## config.mk

```make
export PLATFORM = sky130hd
export DESIGN_NAME = mem_resp_queue
export DESIGN_NICKNAME = d
export VERILOG_FILES = /design/src/rtl/mem_resp_queue.sv
export SDC_FILE = /design/constraint.sdc
export NUM_CORES = 1
export LEC_CHECK = 0
export ABC_AREA = 1
export CAP_MARGIN = 0
export CORE_MARGIN = 10
export CORE_UTILIZATION = 55
export DETAILED_ROUTE_END_ITERATION = 8
export PLACE_DENSITY = 0.93
export SYNTH_ARGS = -nofsm -noshare
export SYNTH_HDL_FRONTEND = slang
export SYNTH_SLANG_ARGS = --single-unit
```

## constraint.sdc

```tcl
create_clock -name clk -period 13.4 [get_ports clk]
set_input_delay 1.34 -clock clk [delete_from_list [all_inputs] [get_ports clk]]
set_output_delay 1.34 -clock clk [all_outputs]
set_load 0.02 [all_outputs]
```

## src/rtl/mem_resp_queue.sv

```systemverilog
// mem_resp_queue - MEM stage between EXE and WB.
//
// Holds up to DEPTH in-flight instructions in program order, pairs in-order
// data_sram responses with the oldest entry still waiting for data, and
// performs load lane selection and sign/zero extension on the head entry.
// A flush drops every entry and remembers how many responses are still owed
// to the flushed entries so those late beats are discarded.
//
// Optional feature macro: MS_RDATA_BYPASS_EN
//   defined   : a response routed to a waiting head entry retires it in the
//               same cycle, with the result extracted straight from rdata.
//   undefined : response data is always registered before retirement.
//
// Parameters
//   DATA_W  data bus width, 32 or 64
//   PAY_W   side-band width forwarded untouched to WB
//   DEPTH   queue entries, power of 2, >= 2
//
// Ports
//   clk, reset          clock, asynchronous active-high reset
//   es2ms_*             instruction offered by EXE (valid, need_mem, exc,
//                       load_op {ld,lhu,lbu,lw,lh,lb}, addr_lo, result, payload)
//   ms_allowin          MEM can take an instruction this cycle
//   data_sram_data_ok   response beat, data_sram_rdata its data
//   ws_allowin          WB accepts the head entry
//   ms2ws_valid/result/payload  completed head entry towards WB
//   ms_flush            flush from WB
//   ms_busy             some valid entry is still waiting for data
module mem_resp_queue #(
  parameter int DATA_W = 32,
  parameter int PAY_W  = 96,
  parameter int DEPTH  = 2
) (
  input  logic                          clk,
  input  logic                          reset,
  input  logic                          es2ms_valid,
  output logic                          ms_allowin,
  input  logic                          es2ms_need_mem,
  input  logic                          es2ms_exc,
  input  logic [5:0]                    es2ms_load_op,
  input  logic [$clog2(DATA_W/8)-1:0]   es2ms_addr_lo,
  input  logic [DATA_W-1:0]             es2ms_result,
  input  logic [PAY_W-1:0]              es2ms_payload,
  input  logic                          data_sram_data_ok,
  input  logic [DATA_W-1:0]             data_sram_rdata,
  input  logic                          ws_allowin,
  output logic                          ms2ws_valid,
  output logic [DATA_W-1:0]             ms2ws_result,
  output logic [PAY_W-1:0]              ms2ws_payload,
  input  logic                          ms_flush,
  output logic                          ms_busy
);

  localparam int AW = $clog2(DATA_W/8);
  localparam int PW = $clog2(DEPTH);
  localparam int CW = $clog2(DEPTH+1);
  localparam logic [CW-1:0] DEPTH_C  = CW'(DEPTH);
  localparam logic [CW:0]   DEPTH_CW = (CW+1)'(DEPTH);

  // Lane select and extension of a load from the raw response word.
  function automatic logic [DATA_W-1:0] load_extract(
    input logic [5:0]        op,
    input logic [AW-1:0]     alo,
    input logic [DATA_W-1:0] word
  );
    logic        [7:0]        b;
    logic        [15:0]       h;
    logic        [31:0]       w;
    logic signed [7:0]        bs;
    logic signed [15:0]       hs;
    logic signed [31:0]       wsg;
    logic        [DATA_W-1:0] r;
    b = 8'(word >> {alo, 3'b000});
    h = 16'(word >> {alo[AW-1:1], 4'b0000});
    if (DATA_W == 64) w = 32'(word >> {alo[AW-1], 5'b00000});
    else              w = word[31:0];
    bs  = b;
    hs  = h;
    wsg = w;
    r   = '0;
    if (op[0])                            r = DATA_W'(bs);
    else if (op[3])                       r = DATA_W'(b);
    else if (op[1])                       r = DATA_W'(hs);
    else if (op[4])                       r = DATA_W'(h);
    else if (op[2] || (op[5] && DATA_W == 32)) r = DATA_W'(wsg);
    else if (op[5])                       r = word;
    return r;
  endfunction

  // Entry storage; only the valid bits, pointers and counters are reset.
  logic [DEPTH-1:0]  valid_q, need_q, got_q;
  logic [DATA_W-1:0] data_q [DEPTH];
  logic [5:0]        op_q   [DEPTH];
  logic [AW-1:0]     alo_q  [DEPTH];
  logic [DATA_W-1:0] res_q  [DEPTH];
  logic [PAY_W-1:0]  pay_q  [DEPTH];
  logic [PW-1:0]     head_q, tail_q;
  logic [CW-1:0]     count_q, cancel_q;

  logic [DEPTH-1:0]  wait_vec;
  logic [CW-1:0]     pending;
  logic              wait_found;
  logic [PW-1:0]     wait_idx;
  logic [PW-1:0]     scan_idx;
  logic              beat_drop, beat_route, route_wr;
  logic              head_valid, head_need, head_got, head_done;
  logic              byp_hit;
  logic [DATA_W-1:0] head_word;
  logic              enq, deq;

  assign wait_vec = valid_q & need_q & ~got_q;

  always_comb begin
    pending = '0;
    for (int i = 0; i < DEPTH; i++) pending = pending + CW'(wait_vec[i]);
  end

  // Responses come back in request order, so the owner of a beat is the
  // first waiting entry counted from the head.
  always_comb begin
    wait_found = 1'b0;
    wait_idx   = head_q;
    scan_idx   = head_q;
    for (int i = 0; i < DEPTH; i++) begin
      scan_idx = head_q + PW'(i);
      if (!wait_found && wait_vec[scan_idx]) begin
        wait_found = 1'b1;
        wait_idx   = scan_idx;
      end
    end
  end

  assign beat_drop  = data_sram_data_ok & (cancel_q != '0);
  assign beat_route = data_sram_data_ok & (cancel_q == '0) & wait_found;

  assign head_valid = valid_q[head_q];
  assign head_need  = need_q[head_q];
  assign head_got   = got_q[head_q];
  assign head_done  = ~head_need | head_got;

`ifdef MS_RDATA_BYPASS_EN
  assign byp_hit     = beat_route & head_valid & head_need & ~head_got;
  assign head_word   = byp_hit ? data_sram_rdata : data_q[head_q];
  assign ms2ws_valid = head_valid & (head_done | byp_hit);
`else
  assign byp_hit     = 1'b0;
  assign head_word   = data_q[head_q];
  assign ms2ws_valid = head_valid & head_done;
`endif

  assign ms2ws_result  = !ms2ws_valid          ? '0 :
                         (op_q[head_q] == '0)  ? res_q[head_q] :
                         load_extract(op_q[head_q], alo_q[head_q], head_word);
  assign ms2ws_payload = ms2ws_valid ? pay_q[head_q] : '0;

  // Owed responses (waiting entries plus beats still to be discarded) are
  // capped at DEPTH so the response counters can never overflow.
  assign ms_allowin = ~ms_flush & (count_q < DEPTH_C) &
                      (({1'b0, pending} + {1'b0, cancel_q}) < DEPTH_CW);
  assign ms_busy    = |wait_vec;

  assign enq      = es2ms_valid & ms_allowin;
  assign deq      = ms2ws_valid & ws_allowin & ~ms_flush;
  // A bypassed head that leaves this cycle needs no copy of its data.
  assign route_wr = beat_route & ~(byp_hit & deq);

  always_ff @(posedge clk or posedge reset) begin
    if (reset) begin
      valid_q  <= '0;
      head_q   <= '0;
      tail_q   <= '0;
      count_q  <= '0;
      cancel_q <= '0;
    end else if (ms_flush) begin
      valid_q  <= '0;
      head_q   <= '0;
      tail_q   <= '0;
      count_q  <= '0;
      // A beat arriving now is either already owed (cancel_q>0) or belongs
      // to one of the flushed waiting entries; both cases subtract one.
      cancel_q <= cancel_q + pending - CW'(data_sram_data_ok);
    end else begin
      if (beat_drop) cancel_q <= cancel_q - CW'(1);
      if (enq) begin
        valid_q[tail_q] <= 1'b1;
        tail_q          <= tail_q + PW'(1);
      end
      if (deq) begin
        valid_q[head_q] <= 1'b0;
        head_q          <= head_q + PW'(1);
      end
      count_q <= count_q + CW'(enq) - CW'(deq);
    end
  end

  always_ff @(posedge clk) begin
    if (enq) begin
      need_q[tail_q] <= es2ms_need_mem & ~es2ms_exc;
      got_q[tail_q]  <= 1'b0;
      op_q[tail_q]   <= es2ms_load_op;
      alo_q[tail_q]  <= es2ms_addr_lo;
      res_q[tail_q]  <= es2ms_result;
      pay_q[tail_q]  <= es2ms_payload;
    end
    if (route_wr) begin
      got_q[wait_idx]  <= 1'b1;
      data_q[wait_idx] <= data_sram_rdata;
    end
  end

  // A beat with nothing owed and nobody waiting is a protocol violation.
  assert property (@(posedge clk) disable iff (reset)
    data_sram_data_ok |-> ((cancel_q != '0) || wait_found));

endmodule
```

==> reports/metrics.yaml <==
final_layout:
  layoutNonFillerInstCount: 2009
  area_delta_synth_final_pct: 28.9
  drive_above_1_share: 0.0757
  layout_commonest_cell: "nand2_1"
  nNetsFinal: 1821
  multi_input_area_sq_um: 3880
  register_area_sq_um: 10400
  nFillCells: 1687
  final_cell_mix: "435 x nand2_1, 338 x edfxtp_1, 306 x clkdlybuf4s50_1, 132 x nor2_1, 115 x a21oi_1"
worst_setup_path:
  cp.required_ps: 12060
  crit_type: "reg2out"
  cp_slowest_cell: "buf_4"
  slowest_delay_ps: 840
  critical_path.most_common_cell: "nand2_1"
  path_cells: "buf_4, buf_4, nand2_1, nand4_1, nand2_1, inv_1, nand3_1, nand3_1, nand2_1, inv_1, clkdlybuf4s50_1"
  worstSetupStartpointType: "flip-flop"
  end_kind: "primary output"
  cp_max_fo: 102
  worstPathArrival_ps: 4830
sta:
  min_period_ps: 6170
  setup_viol: 0
  drv_slew: 0
  worstMarginPinSlew_ps: 1200
  slew_headroom: 0.200
  clock_skew_ps: 25.2
  fmax_mhz: 162
  hold_viol_final: 0
  fin_ws_ps: 7230
  setup_tns_ps: 0
  rsz0062_at_grt: "false"
  fin_crit_sh: 0.460
yosys:
  netlist_area_sq_um: 15000
  yosys.area_share.adder: 0.00635
  synthCells: 1349
  yosysSeqAreaShare: 0.694
  postSynthNetCount: 1532
  synth_edf_count: 338
  avgSynthCellArea_sq_um: 11.1
  synth_ff_type: "edfxtp_1"
  synth_seq_cells: 348
  yosys_warnings: 0
  synth_compound_area_frac: 0.0541
  synth_simple_gate_area_frac: 0.195
  synth.distinct_cells: 33
  muxShareOfSynthArea: 0
  synthArstFlopShare: 0.0230
  synth_top_family_by_area: "simple AND/OR/NAND/NOR gates"
  synth_xor_area_frac: 0.00234
detailed_routing:
  detail_route.vias_per_cell: 5.62
  wl_per_cell_um: 20.9
  route.vias.total: 11300
  drt_first_pass_iters: 9
  wirelength_mm: 42.0
  drc: 1
  ant_nets: 0
  drtIter0Drc: 1504
grt:
  grt_pass1_wl_mm: 63.6
  gr-usage-all-layers: 0.242
  grt_pass1_vias: 11400
  grt_max_degree: 103
  grt_overflow: 0
  grt_antenna_before_repair: 7
clocking:
  clockRootBuffer: "clkbuf_16"
  clk-insertion-delay-late_ps: 510
  cts_made_buffers: 36
  cts_tree: "done"
  cts-hold-fix-buffers: 0
  clk_path_buf_depth: 3
  clock-sinks: 348
  cts.clk_slew.worst_paths_ps: 60
  postCtsSetupRepairBufs: 0
  post_cts_resized: 0
  htreeDepth: 2
die:
  row_count: 60
  fp.dieW_um: 185
  start_util: 0.557
  num_io_pins: 307
  die_h_um: 185
  die_area_sq_um: 34200
  core_sq_um: 26900
outcome:
  violations: "DRC"
  status: "finished, violations left"
placement:
  place_ws_ps: 7820
  routabilityCongestion: 0.948
  place.port_buffers: 306
  dp.cells: 1941
  dp_hpwl_mm: 28.4
pwr:
  cellPowerDensity_nw_per_um2: 144
  ir_drop_mv: 0.132
  finalPower_mw: 2.77
  p_leak_nw: 7.21
run:
  drv_cap: 0
min_path:
  hp-class: "reg2reg"
[where the power goes]
| part | total (mW) | internal (mW) | leakage, nW | switching [mW] |
|---|---|---|---|---|
| Sequential | 1.32 | 1.29 | 3.19 | 0.0264 |
| Combinational | 0.490 | 0.177 | 3.47 | 0.313 |
| Clock | 0.966 | 0.574 | 0.554 | 0.392 |
| Total | 2.77 | 2.04 | 7.21 | 0.731 |
[final timing paths]
check                      startpoint               to  slack (ps)  cells past startpoint
max                            head_q  ms2ws_result[3]        7230                     11
min                          got_q[0]         got_q[0]         520                      2
max reg2reg                    head_q       count_q[1]        9400                     13
min reg2reg                  got_q[0]         got_q[0]         520                      2
max in group asynchronous       reset           head_q       12040                      2
min in group asynchronous       reset       count_q[0]        1080                      2
[cell families (layout without fill, tap and decap cells)]
family | count (synthesis) | after routing
simple gates | 685 | 685
flops | 348 | 348
compound gates | 160 | 160
buf+inv | 145 | 461
fa+ha+maj | 7 | 7
xor+xnor | 4 | 4
other cells | 0 | 3
[flip-flops by register name (all words and copies together), names as in the netlist]
signal	count
valid_q	2
cancel_q	2
op_q	12
data_q	64
pay_q	192
res_q	64
tail_q	1
got_q	2
alo_q	4
head_q	1
count_q	2
need_q	2
[through the flow]
stage	area [sq um]	hold slack, ps	util
after floorplan	15000	474	-
after global placement	18100	495	0.675
after detailed placement	18100	513	0.675
after CTS	19300	527	0.718
after global routing	19300	558	0.718
final	19300	524	0.718
[per-layer routing]
layer  GRT usage  up-vias  routed length (um)
met5           0        -                  47
met1       0.275     5282               14100
li1            -     5101                   -
met3      0.0905      120                5520
met4      0.0904        8                1560
met2       0.409      785               20800
[synthesized netlist by cell type, types with 3 or more instances]
| cell | instances | area share |
|---|---|---|
| a21oi_1 | 115 | 0.038 |
| buf_2 | 44 | 0.015 |
| buf_4 | 8 | 0.0040 |
| buf_6 | 8 | 0.0060 |
| dfrtp_1 | 8 | 0.013 |
| edfxtp_1 | 338 | 0.68 |
| ha_1 | 6 | 0.0050 |
| inv_1 | 78 | 0.020 |
| nand2_1 | 435 | 0.11 |
| nand2_2 | 8 | 0.0033 |
| nand2_4 | 6 | 0.0045 |
| nand2_8 | 3 | 0.0040 |
| nand3_1 | 49 | 0.016 |
| nor2_1 | 136 | 0.034 |
| nor2_2 | 40 | 0.017 |
| nor2_8 | 3 | 0.0040 |
| o21ai_0 | 35 | 0.012 |
| o21ai_1 | 7 | 0.0023 |
| xor2_1 | 3 | 0.0018 |
[area by class of cell]
type / count / area share
well taps: 341 / 0.0221
clock inverters: 20 / 0.00895
flip-flops and latches: 348 / 0.539
clock buffers: 45 / 0.0506
multi-input cells: 856 / 0.201
repair buffers: 316 / 0.163
inverters: 80 / 0.0160
diodes: 3 / 0.000389
[critical path, delay by kind of cell (launching register included)]
| kind | cells | cell delay, ps |
|---|---|---|
| flops | 1 | 430 |
| buf+inv | 5 | 2540 |
| simple gates | 6 | 1290 |
Power figures use the tool's default switching activity.
